<file path="src/rtl/noc_inject_arbiter.sv">
// ---------------------------------------------------------------------------
// noc_inject_arbiter
//
// Shares one NoC router injection (sender) port among NUM_REQ local
// requesters. The arbitration is wormhole-aware. A requester wins with a
// header flit and then keeps the port until its tail flit has been loaded.
// Packets are served round-robin. A single registered output stage drives
// the router.
//
// Ports:
//   noc_clk          clock, rising edge
//   rst_n            asynchronous active-low reset
//   req_valid        per-requester flit valid
//   req_ready        per-requester flit accepted this cycle (combinational)
//   req_flit         requester i flit at [i*DATA_W +: DATA_W]
//   req_is_header    per-requester header marker
//   req_is_tail      per-requester tail marker (header & tail = 1-flit packet)
//   sender_valid     registered flit valid towards the router
//   sender_ready     router accepts the flit
//   sender_vc_ready  router VC free for a new packet (arbitration only)
//   sender_flit      flit towards the router
//   sender_is_header header marker towards the router
//   sender_is_tail   tail marker towards the router
//   owner_idx        current/last granted requester
//   proto_err        sticky: non-header flit offered while no owner is held
// ---------------------------------------------------------------------------
`timescale 1ns/1ps

module noc_inject_arbiter #(
  parameter int NUM_REQ = 4,
  parameter int DATA_W  = 32,
  parameter int IDX_W   = 2
) (
  input  logic                      noc_clk,
  input  logic                      rst_n,
  input  logic [NUM_REQ-1:0]        req_valid,
  output logic [NUM_REQ-1:0]        req_ready,
  input  logic [NUM_REQ*DATA_W-1:0] req_flit,
  input  logic [NUM_REQ-1:0]        req_is_header,
  input  logic [NUM_REQ-1:0]        req_is_tail,
  output logic                      sender_valid,
  input  logic                      sender_ready,
  input  logic                      sender_vc_ready,
  output logic [DATA_W-1:0]         sender_flit,
  output logic                      sender_is_header,
  output logic                      sender_is_tail,
  output logic [IDX_W-1:0]          owner_idx,
  output logic                      proto_err
);

  typedef enum logic {ST_IDLE, ST_LOCKED} state_t;

  state_t              r_state;
  state_t              w_next_state;
  logic [IDX_W-1:0]    r_rr_ptr;
  logic [IDX_W-1:0]    r_owner;
  logic                r_proto_err;
  logic                r_sender_valid;
  logic [DATA_W-1:0]   r_sender_flit;
  logic                r_sender_is_header;
  logic                r_sender_is_tail;

  logic [NUM_REQ-1:0]  w_cand;
  logic                w_grant_any;
  logic [IDX_W-1:0]    w_grant_idx;
  logic                w_grant;
  logic                w_out_fire;
  logic                w_out_free;
  logic                w_load;
  logic                w_tail_load;
  logic                w_err_flit;
  logic [IDX_W-1:0]    w_owner_inc;
  logic [DATA_W-1:0]   w_flits [NUM_REQ];

  // Unpack the flat flit bus so the owner's flit can be picked by index.
  for (genvar g = 0; g < NUM_REQ; g++) begin : g_unpack
    assign w_flits[g] = req_flit[g*DATA_W +: DATA_W];
  end

  assign w_cand      = req_valid & req_is_header;
  assign w_out_fire  = r_sender_valid & sender_ready;
  assign w_out_free  = ~r_sender_valid | w_out_fire;
  assign w_grant     = (r_state == ST_IDLE) & w_grant_any & sender_vc_ready;
  assign w_load      = (r_state == ST_LOCKED) & req_valid[r_owner] & w_out_free;
  assign w_tail_load = w_load & req_is_tail[r_owner];
  assign w_err_flit  = |(req_valid & ~req_is_header);
  assign w_owner_inc = (r_owner == IDX_W'(NUM_REQ - 1)) ? '0 : r_owner + IDX_W'(1);

  // Round-robin search: the first header candidate at or after rr_ptr,
  // wrapping around. The sum is one bit wider so the wrap works for any
  // NUM_REQ, including values that are not a power of two.
  always_comb begin : p_arb
    logic [IDX_W:0] sum;
    sum         = '0;
    w_grant_any = 1'b0;
    w_grant_idx = '0;
    for (int k = 0; k < NUM_REQ; k++) begin
      sum = {1'b0, r_rr_ptr} + (IDX_W+1)'(k);
      if (sum >= (IDX_W+1)'(NUM_REQ)) begin
        sum = sum - (IDX_W+1)'(NUM_REQ);
      end
      if (!w_grant_any && w_cand[sum[IDX_W-1:0]]) begin
        w_grant_any = 1'b1;
        w_grant_idx = sum[IDX_W-1:0];
      end
    end
  end

  // FSM state register.
  always_ff @(posedge noc_clk or negedge rst_n) begin
    if (!rst_n) begin
      r_state <= ST_IDLE;
    end else begin
      r_state <= w_next_state;
    end
  end

  // Next-state logic. The lock is released as soon as the tail is loaded
  // into the output register, so the next IDLE cycle can arbitrate while
  // the tail is still waiting for the router.
  always_comb begin
    w_next_state = r_state;
    case (r_state)
      ST_IDLE:   if (w_grant)     w_next_state = ST_LOCKED;
      ST_LOCKED: if (w_tail_load) w_next_state = ST_IDLE;
      default:   w_next_state = ST_IDLE;
    endcase
  end

  // Output logic. Only the owner is ever acknowledged, and only while the
  // output register can take a flit.
  always_comb begin
    req_ready = '0;
    if (r_state == ST_LOCKED) begin
      req_ready[r_owner] = w_out_free;
    end
  end

  // Owner, round-robin pointer and sticky protocol error.
  always_ff @(posedge noc_clk or negedge rst_n) begin
    if (!rst_n) begin
      r_owner     <= '0;
      r_rr_ptr    <= '0;
      r_proto_err <= 1'b0;
    end else begin
      if (w_grant) begin
        r_owner <= w_grant_idx;
      end
      if (w_tail_load) begin
        r_rr_ptr <= w_owner_inc;
      end
      if ((r_state == ST_IDLE) && w_err_flit) begin
        r_proto_err <= 1'b1;
      end
    end
  end

  // Output register. A load takes priority over a fire in the same cycle,
  // so valid stays high when a new flit replaces the departing one.
  always_ff @(posedge noc_clk or negedge rst_n) begin
    if (!rst_n) begin
      r_sender_valid     <= 1'b0;
      r_sender_flit      <= '0;
      r_sender_is_header <= 1'b0;
      r_sender_is_tail   <= 1'b0;
    end else if (w_load) begin
      r_sender_valid     <= 1'b1;
      r_sender_flit      <= w_flits[r_owner];
      r_sender_is_header <= req_is_header[r_owner];
      r_sender_is_tail   <= req_is_tail[r_owner];
    end else if (w_out_fire) begin
      r_sender_valid     <= 1'b0;
    end
  end

  assign sender_valid     = r_sender_valid;
  assign sender_flit      = r_sender_flit;
  assign sender_is_header = r_sender_is_header;
  assign sender_is_tail   = r_sender_is_tail;
  assign owner_idx        = r_owner;
  assign proto_err        = r_proto_err;

endmodule

</file>
<file path="config.mk">
export PLATFORM = sky130hd
export DESIGN_NAME = noc_inject_arbiter
export DESIGN_NICKNAME = d
export VERILOG_FILES = /design/src/rtl/noc_inject_arbiter.sv
export SDC_FILE = /design/constraint.sdc
export NUM_CORES = 1
export LEC_CHECK = 0
export CAP_MARGIN = 10
export CELL_PAD_IN_SITES_DETAIL_PLACEMENT = 0
export CELL_PAD_IN_SITES_GLOBAL_PLACEMENT = 1
export CORE_MARGIN = 3
export CORE_UTILIZATION = 54
export CTS_BUF_LIST = sky130_fd_sc_hd__clkbuf_8
export CTS_CLUSTER_SIZE = 10
export DETAILED_ROUTE_END_ITERATION = 12
export DONT_BUFFER_PORTS = 1
export PLACE_DENSITY_LB_ADDON = 0.1
export SLEW_MARGIN = 15
export SYNTH_ARGS = -nofsm -noshare
export SYNTH_HDL_FRONTEND = slang
export SYNTH_SLANG_ARGS = --single-unit
</file>
<file path="constraint.sdc">
create_clock -name noc_clk -period 5.2 [get_ports noc_clk]
set_input_delay 1.04 -clock noc_clk [delete_from_list [all_inputs] [get_ports noc_clk]]
set_output_delay 1.04 -clock noc_clk [all_outputs]
set_load 0.02 [all_outputs]
</file>
Word level (Yosys, flattened, before mapping)

Cells that the tools add are included.

Output and inout port bits: 42
Logic and storage cells: 90
Flip-flop bits (word level): 41
Input bits: 144

Bitwise operators: 14
Reductions and logical operators: 10
Add/sub/neg operators: 8
Equal/unequal tests: 1
Mux-type cells: 38
Order comparisons: 11

Operator list:

| operator              | number |
|---|---|
| $bmux W32 S2          | 1 |
| $mux W32              | 2 |
| $mux W2               | 9 |
| $mux W1               | 16 |
| $lt A2 B3 Y1 const B  | 5 |
| $bmux W1 S2           | 7 |
| $and A4 B4 Y4         | 3 |
| $ge A3 B3 Y1 const B  | 4 |
| $sub A2 B1 Y2 const B | 4 |
| $add A2 B2 Y3 const B | 2 |
| $and A1 B1 Y1         | 6 |
| $logic_and A1 B1 Y1   | 5 |
| $mux W4               | 1 |
| $not A4 Y4            | 1 |
| $reduce_or A4 Y1      | 1 |
| $add A2 B1 Y3 const B | 1 |
| $ge A2 B3 Y1 const B  | 1 |
| $logic_not A1 Y1      | 3 |
| $not A2 Y3            | 1 |
| $add A2 B1 Y2 const B | 1 |
| $demux W1 S2          | 1 |
| $eq A2 B2 Y1 const B  | 1 |
| $ge A2 B1 Y1 const B  | 1 |
| $not A1 Y1            | 2 |
| other kinds (3)       | 3 |

Logic depth before layout (Yosys ltp)

Depth in word-level cells: 18
Gate-level depth with buffers: 6

Worst setup path after synthesis

OpenSTA, ideal clock, no wires.

Path kind: input to output
Start: input sender_ready
End: output req_ready[0]
Setup slack: 2618 ps
Arrival time: 1542 ps
Stages on the path: 2
Buffers on the path: 0
Required time: 4160 ps
Path through: nand2b_1 -> and3_1

Longest elaborated chain between the ends: 4

RTL lines:

| element                        | RTL line | text |
|---|---|---|
| from (decl)                    | 42       | `input logic sender_ready,` |
| $and A1 B1 Y1                  | 81       | `assign w_out_fire = r_sender_valid & sender_ready;` |
| $or A1 B1 Y1                   | 82       | `assign w_out_free = ~r_sender_valid \| w_out_fire;` |
| $and A4 B4 Y4 (no source line) | n/a      |  |
| $mux W4                        | 134      | `if (r_state == ST_LOCKED) begin` |
| to (decl)                      | 37       | `output logic [NUM_REQ-1:0] req_ready,` |

Every way passes these cells.

Final worst setup path

Start: register r_owner[1] (netlist: owner_idx[1])
End: output req_ready[3]

Longest elaborated chain between the ends: 6
Elaborated cells between the ends (all ways): 7
Those cells by class: order compare (2); mux (3); bitwise (1); reduce/logical (1)

RTL lines:

| element                                                            | RTL line | text |
|---|---|---|
| from (decl)                                                        | 56       | `logic [IDX_W-1:0] r_owner;` |
| from (signal assigned)                                             | 147      | `r_owner <= w_grant_idx;` |
| $lt A2 B3 Y1 (not written as such) or $ge A2 B1 Y1 (tied branches) | 135      | `req_ready[r_owner] = w_out_free;` |
| $logic_and A1 B1 Y1 (not written as such)                          | 135      |  |
| $mux W1 (not written as such)                                      | 135      |  |
| $demux W1 S2 *                                                     | 135      |  |
| $and A4 B4 Y4 (no source line) *                                   | n/a      |  |
| $mux W4 *                                                          | 134      |  |

Mark *: on every way between the ends. The rest lies on a longest branch, timed or not.

==> results.ini <==
[power_and_ir_drop]
static-leakage-power_uw=0.001277
power_density_nw_per_um2=639.6
pwr-share-seq_pct=47.1
clockPowerShare_pct=12.2
ir_drop_mv=0.1978
pwr-share-comb_pct=40.7
power_switching_uw=745.7
p_int_uw=1108
sw_frac_of_total_pct=40.22

[sta]
hold_slack_ps=434.1
hold_viol=0
period_needed_ps=3159
grt_setup_unrepaired=no
tns_ps=0
fin_worst_skew_ps=5.499
finalCritPeriodShare_pct=60.76
relSlewSlack_pct=43.15
tightest_slew_ps=852.8
setup_viol=0
fmax_ghz=0.3165
slew_violations=0

[logic_synthesis]
syn_avg_cell_area_um2=16.99
synth_common_cells=dfrtp_1, mux2_4, mux4_1
ys_top_cells_by_area=dfrtp_1, mux4_1, mux2_4
async_flop_share_pct=100.0
ys_seq_area_share_pct=35.95
netlist_instances=168
synthFlopType=dfrtp_1
syn_nets=316
synth_top_area_share_pct=35.95
synth.most_common_cell=dfrtp_1
synth_cell_types=31
synth_edf_count=0
ys_ff_latch=41
syn_area_um2=2854
synth_top_cell_by_area=dfrtp_1
yosys_warnings=0

[clock_network]
post_cts_buffers=0
path_clk_slew_ps=80
cts_buffer_depth=2
cts_sinks=41
cts_root_buf=clkbuf_8
worstSkewPairLatency_ps=290
post_cts_resized=0
ctsHoldBuffers=0
cts_max_level=2
tritoncts=yes
cts_buffers=5

[min_path]
hold_class=in -> async

[die]
io_pins=186
dieArea_um2=6194
core-area_um2=4911
die_w_um=78.70
start_util_pct=58.11
fp-row-count=25
fp.dieH_um=78.70

[worst_setup_path]
crit_buf_inv=1
r2r_setup_slack_ps=2400
worstPathRequired_ps=4160
worstPathCellList=buf_4 > ha_1 > and3_1
path_class=reg -> out
cp-start-kind=register
path_depth=3
cp_slowest_stage_delay_ps=900
cpMaxStageDelayCell=dfrtp_1
rr_worst_depth=4
worst_path_dominant_cell_family=flip-flops
critPathMaxFanout=23
cp.arrival_ps=2120
critical_path.endpoint_type=output pin

[global_route]
grt_pass1_wl_um=9618
overflow=0
grt_pass1_vias=1660
grt_max_degree=42
gr-max-usage-layer=met2
use_met2_pct=34.80
antenna_found_initial=0
grt_use_met1_pct=24.52
gr-usage-all-layers_pct=20.58
grt_use_met3_pct=8.730

[layout]
num-nets-final=312
drive_gt1_share_pct=32.12
fillers=384
n_antenna_cell=0
area_growth_pct=1.578
final_util_pct=59.03

[route]
finalWirelength_um=6638
vias=1664
via_per_inst=7.172
postRouteAntennaNets=0
drt_iter0_markers=74
drc=0
drt_pass1_iterations=4
wl_per_cell_um=28.61

[placed_design]
portBuffers=0
place_hpwl_um=4984
gp_congestion=0.8783

[run]
drv_cap=0

[status]
outcome=finished, final reports clean

[routing by layer]
layer	routed length, um	share of wire [%]	vias to the layer above
met5	0	0	-
li1	-	-	686
met1	2271	34	846
met3	790	12	7
met4	62	0.93	0
met2	3514	53	125
[cells in the final DEF (no fill, tap or decap), types with 2 or more instances in the layout]
| cell type | Yosys | final |
|---|---|---|
| a21oi_1 | 2 | 2 |
| and3_1 | 4 | 4 |
| clkbuf_8 | 1 | 7 |
| dfrtp_1 | 41 | 40 |
| ha_1 | 4 | 4 |
| inv_1 | 7 | 7 |
| mux2_2 | 5 | 5 |
| mux2_4 | 29 | 29 |
| mux4_1 | 27 | 27 |
| mux4_2 | 8 | 8 |
| nand2_1 | 11 | 11 |
| o22ai_1 | 2 | 2 |
| o31ai_1 | 2 | 2 |
[power groups by stage]
stage	Combinational [uW]	Clock, uW	Sequential (uW)
finish	754	227	873
global route	814	250	903
CTS	764	235	876
detailed placement	758	0	883
global placement	732	0	873
floorplan	810	0	758
[sequential cells by signal, indices dropped and copies added (netlist names)]
name / flops
owner_idx: 2
proto_err: 1
r_rr_ptr: 2
r_state: 1
sender_flit: 32
sender_is_header: 1
sender_is_tail: 1
sender_valid: 1
[final timing paths]
path,start,to
worst max register to register,owner_idx[1],sender_flit[18]
worst min register to register,r_rr_ptr[0],r_rr_ptr[0]
min in group noc_clk,r_rr_ptr[0],r_rr_ptr[0]
worst max-delay path,owner_idx[1],req_ready[3]
worst min-delay path,rst_n,sender_flit[4]
max in group asynchronous,rst_n,owner_idx[0]
[worst register-to-register path, delay by kind of cell (launching register included)]
kind	cells	cell delay [ps]
buf+inv	1	420
simple gates	1	530
flops	1	900
mux	2	830
[cell families after synthesis]
family | synth area share [%]
AOI/OAI and AO/OA | 3.946
adders and majority gates | 1.754
buffers and inverters | 6.225
DFF | 35.95
muxes | 48.40
and+or+nand+nor | 3.727
[area by class of cell]
class	count	area (um2)	share of cell area, %
multi-input cells	108	1650	56.93
flip-flops and latches	41	1030	35.52
clock buffers	7	96.34	3.323
well taps	67	83.83	2.892
inverters	7	26.28	0.9063
repair buffers	1	7.507	0.2590
clock inverters	1	5.005	0.1726
[through the flow]
step | power [uW] | instances | instance area [um2] | setup WS (ps)
after global placement | 1606 | 224 | 2795 | 2358
after CTS | 1876 | 232 | 2897 | 2013
after detailed placement | 1641 | 224 | 2795 | 2286
final | 1854 | 232 | 2899 | 2041
after floorplan | 1568 | 168 | 2854 | 2618
after global routing | 1968 | 232 | 2899 | 1848
No activity file was read; power rests on OpenSTA's default activity.
==> RTL edit (config.mk and constraints unchanged) <==
Change the parameter `IDX_W` from 2 to 1.
--- a/src/rtl/noc_inject_arbiter.sv
+++ b/src/rtl/noc_inject_arbiter.sv
@@ -31,3 +31,3 @@
   parameter int DATA_W  = 32,
-  parameter int IDX_W   = 2
+  parameter int IDX_W   = 1
 ) (
Ports: changed (resized owner_idx); port bits go from 186 to 185. The function was not compared with the original's and may differ.
==> RTL edit against the original RTL <==
Synthesized area is 27% lower; count of clock-buffer cells in the layout decreased by 2; sequential cell count shrank 2; clock skew rose by 0.0041 ns; synthesized cell count decreased by 15%; routed wire length decreased by 39%; critical endpoint is now req_ready[1]; clock power shrank 13%; worst hold slack worse by 0.0010 ns; largest cell class unchanged; worst setup slack better by 0.41 ns; final area decreased by 25%; maximum frequency increased by 15%; cell count is 18% lower; total power shrank 17%.
==> RTL edit: results (changes against the original RTL) <==
DP Area 2080 sq um (-25%); Yosys cell types 23 (-26%); maximum fanout along the worst path 40 (+74%); crit path DAT 1.70 ns (-0.42 ns); routed vias 1141 (-31%); GR Layer Usage met2 23.2% (-12 points); Reg-to-Reg End sender_flit[22]$_DFFE_PN0N_; placer congestion estimate 0.688 (-22%); outcome completed; Critical Path Start owner_idx$_DFFE_PN0P_; Worst VDD drop 0.319 mV (+61%); clock skew 0.00959 ns (+0.00409 ns); Final nets 285 (-8.7%); CP peak stage delay 0.97 ns (+0.07 ns); Post-synth top cells mux2_2, dfrtp_1, mux2_4; slowest CP cell dfrtp_2; switching power 615 uW (-18%); routed len/inst 21.2 um (-26%); P_leak 0.977 nW (-24%); DRT iter0 DRCs 60 (-19%); Slew @ Worst Pin 0.913 ns (+0.0600 ns); Reg2Reg Setup Slack 2.73 ns (+0.33 ns); GR Layer Usage met1 20.1% (-4.5 points); post-synthesis sequential area ratio 46.6% (+11 points); Reg2Reg Depth 3 (-1); largest net degree at the start of global routing 41 (-2.4%); top cells by area, synth dfrtp_1, mux2_2, mux2_4, buf_6, nand2b_1; DR pass1 iterations 2 (-2); HPWL after DPL 2.94 mm (-41%)
-- RTL edit: worst max-delay path by stage --
stage                         endpoint  slack [ns]  depth (start not counted)
after floorplan           req_ready[0]        2.58                          3
after global placement    req_ready[0]        2.48                          3
after detailed placement  req_ready[0]        2.49                          3
after CTS                 req_ready[1]        2.43                          1
after global routing      req_ready[1]        2.35                          1
final                     req_ready[1]        2.46                          1
-- RTL edit: layer usage --
| layer | up-vias | part of all wire [%] |
|---|---|---|
| li1 | 508 | - |
| met3 | 6 | 15 |
| met4 | 0 | 1.7 |
| met1 | 546 | 40 |
| met5 | - | 0 |
| met2 | 81 | 44 |
-- RTL edit: cell families after synthesis --
logic type	after synthesis	synth area share, %
mux	69	42.1
flops	39	46.6
simple gates	14	4.06
buf+inv	12	3.94
other cells	1	0.179
compound gates	8	3.11
-- RTL edit: per-stage QoR --
stage                     setup WS, ns  power, mW  std cells  hold slack (ns)
after global placement            2.48       1.32        182            0.548
final                             2.46       1.54        190            0.433
after floorplan                   2.58       1.27        144            0.518
after CTS                         2.43       1.56        190            0.421
after global routing              2.35       1.62        190            0.413
after detailed placement          2.49       1.35        182            0.554
-- RTL edit: area by class of cell --
class / instances / area, sq um
Clock buffer: 5 / 68.8
Clock inverter: 3 / 20.0
Fill cell: 302 / 1520
Inverter: 2 / 7.51
Multi-Input combinational cell: 93 / 1040
Sequential cell: 39 / 977
Tap cell: 48 / 60.1
-- RTL edit: power groups by stage --
stage	clock network [mW]	logic (mW)	registers, mW
final	0.198	0.528	0.810
after detailed placement	0	0.536	0.818
after global placement	0	0.513	0.811
after global routing	0.219	0.562	0.840
after floorplan	0	0.557	0.718
after CTS	0.208	0.537	0.816
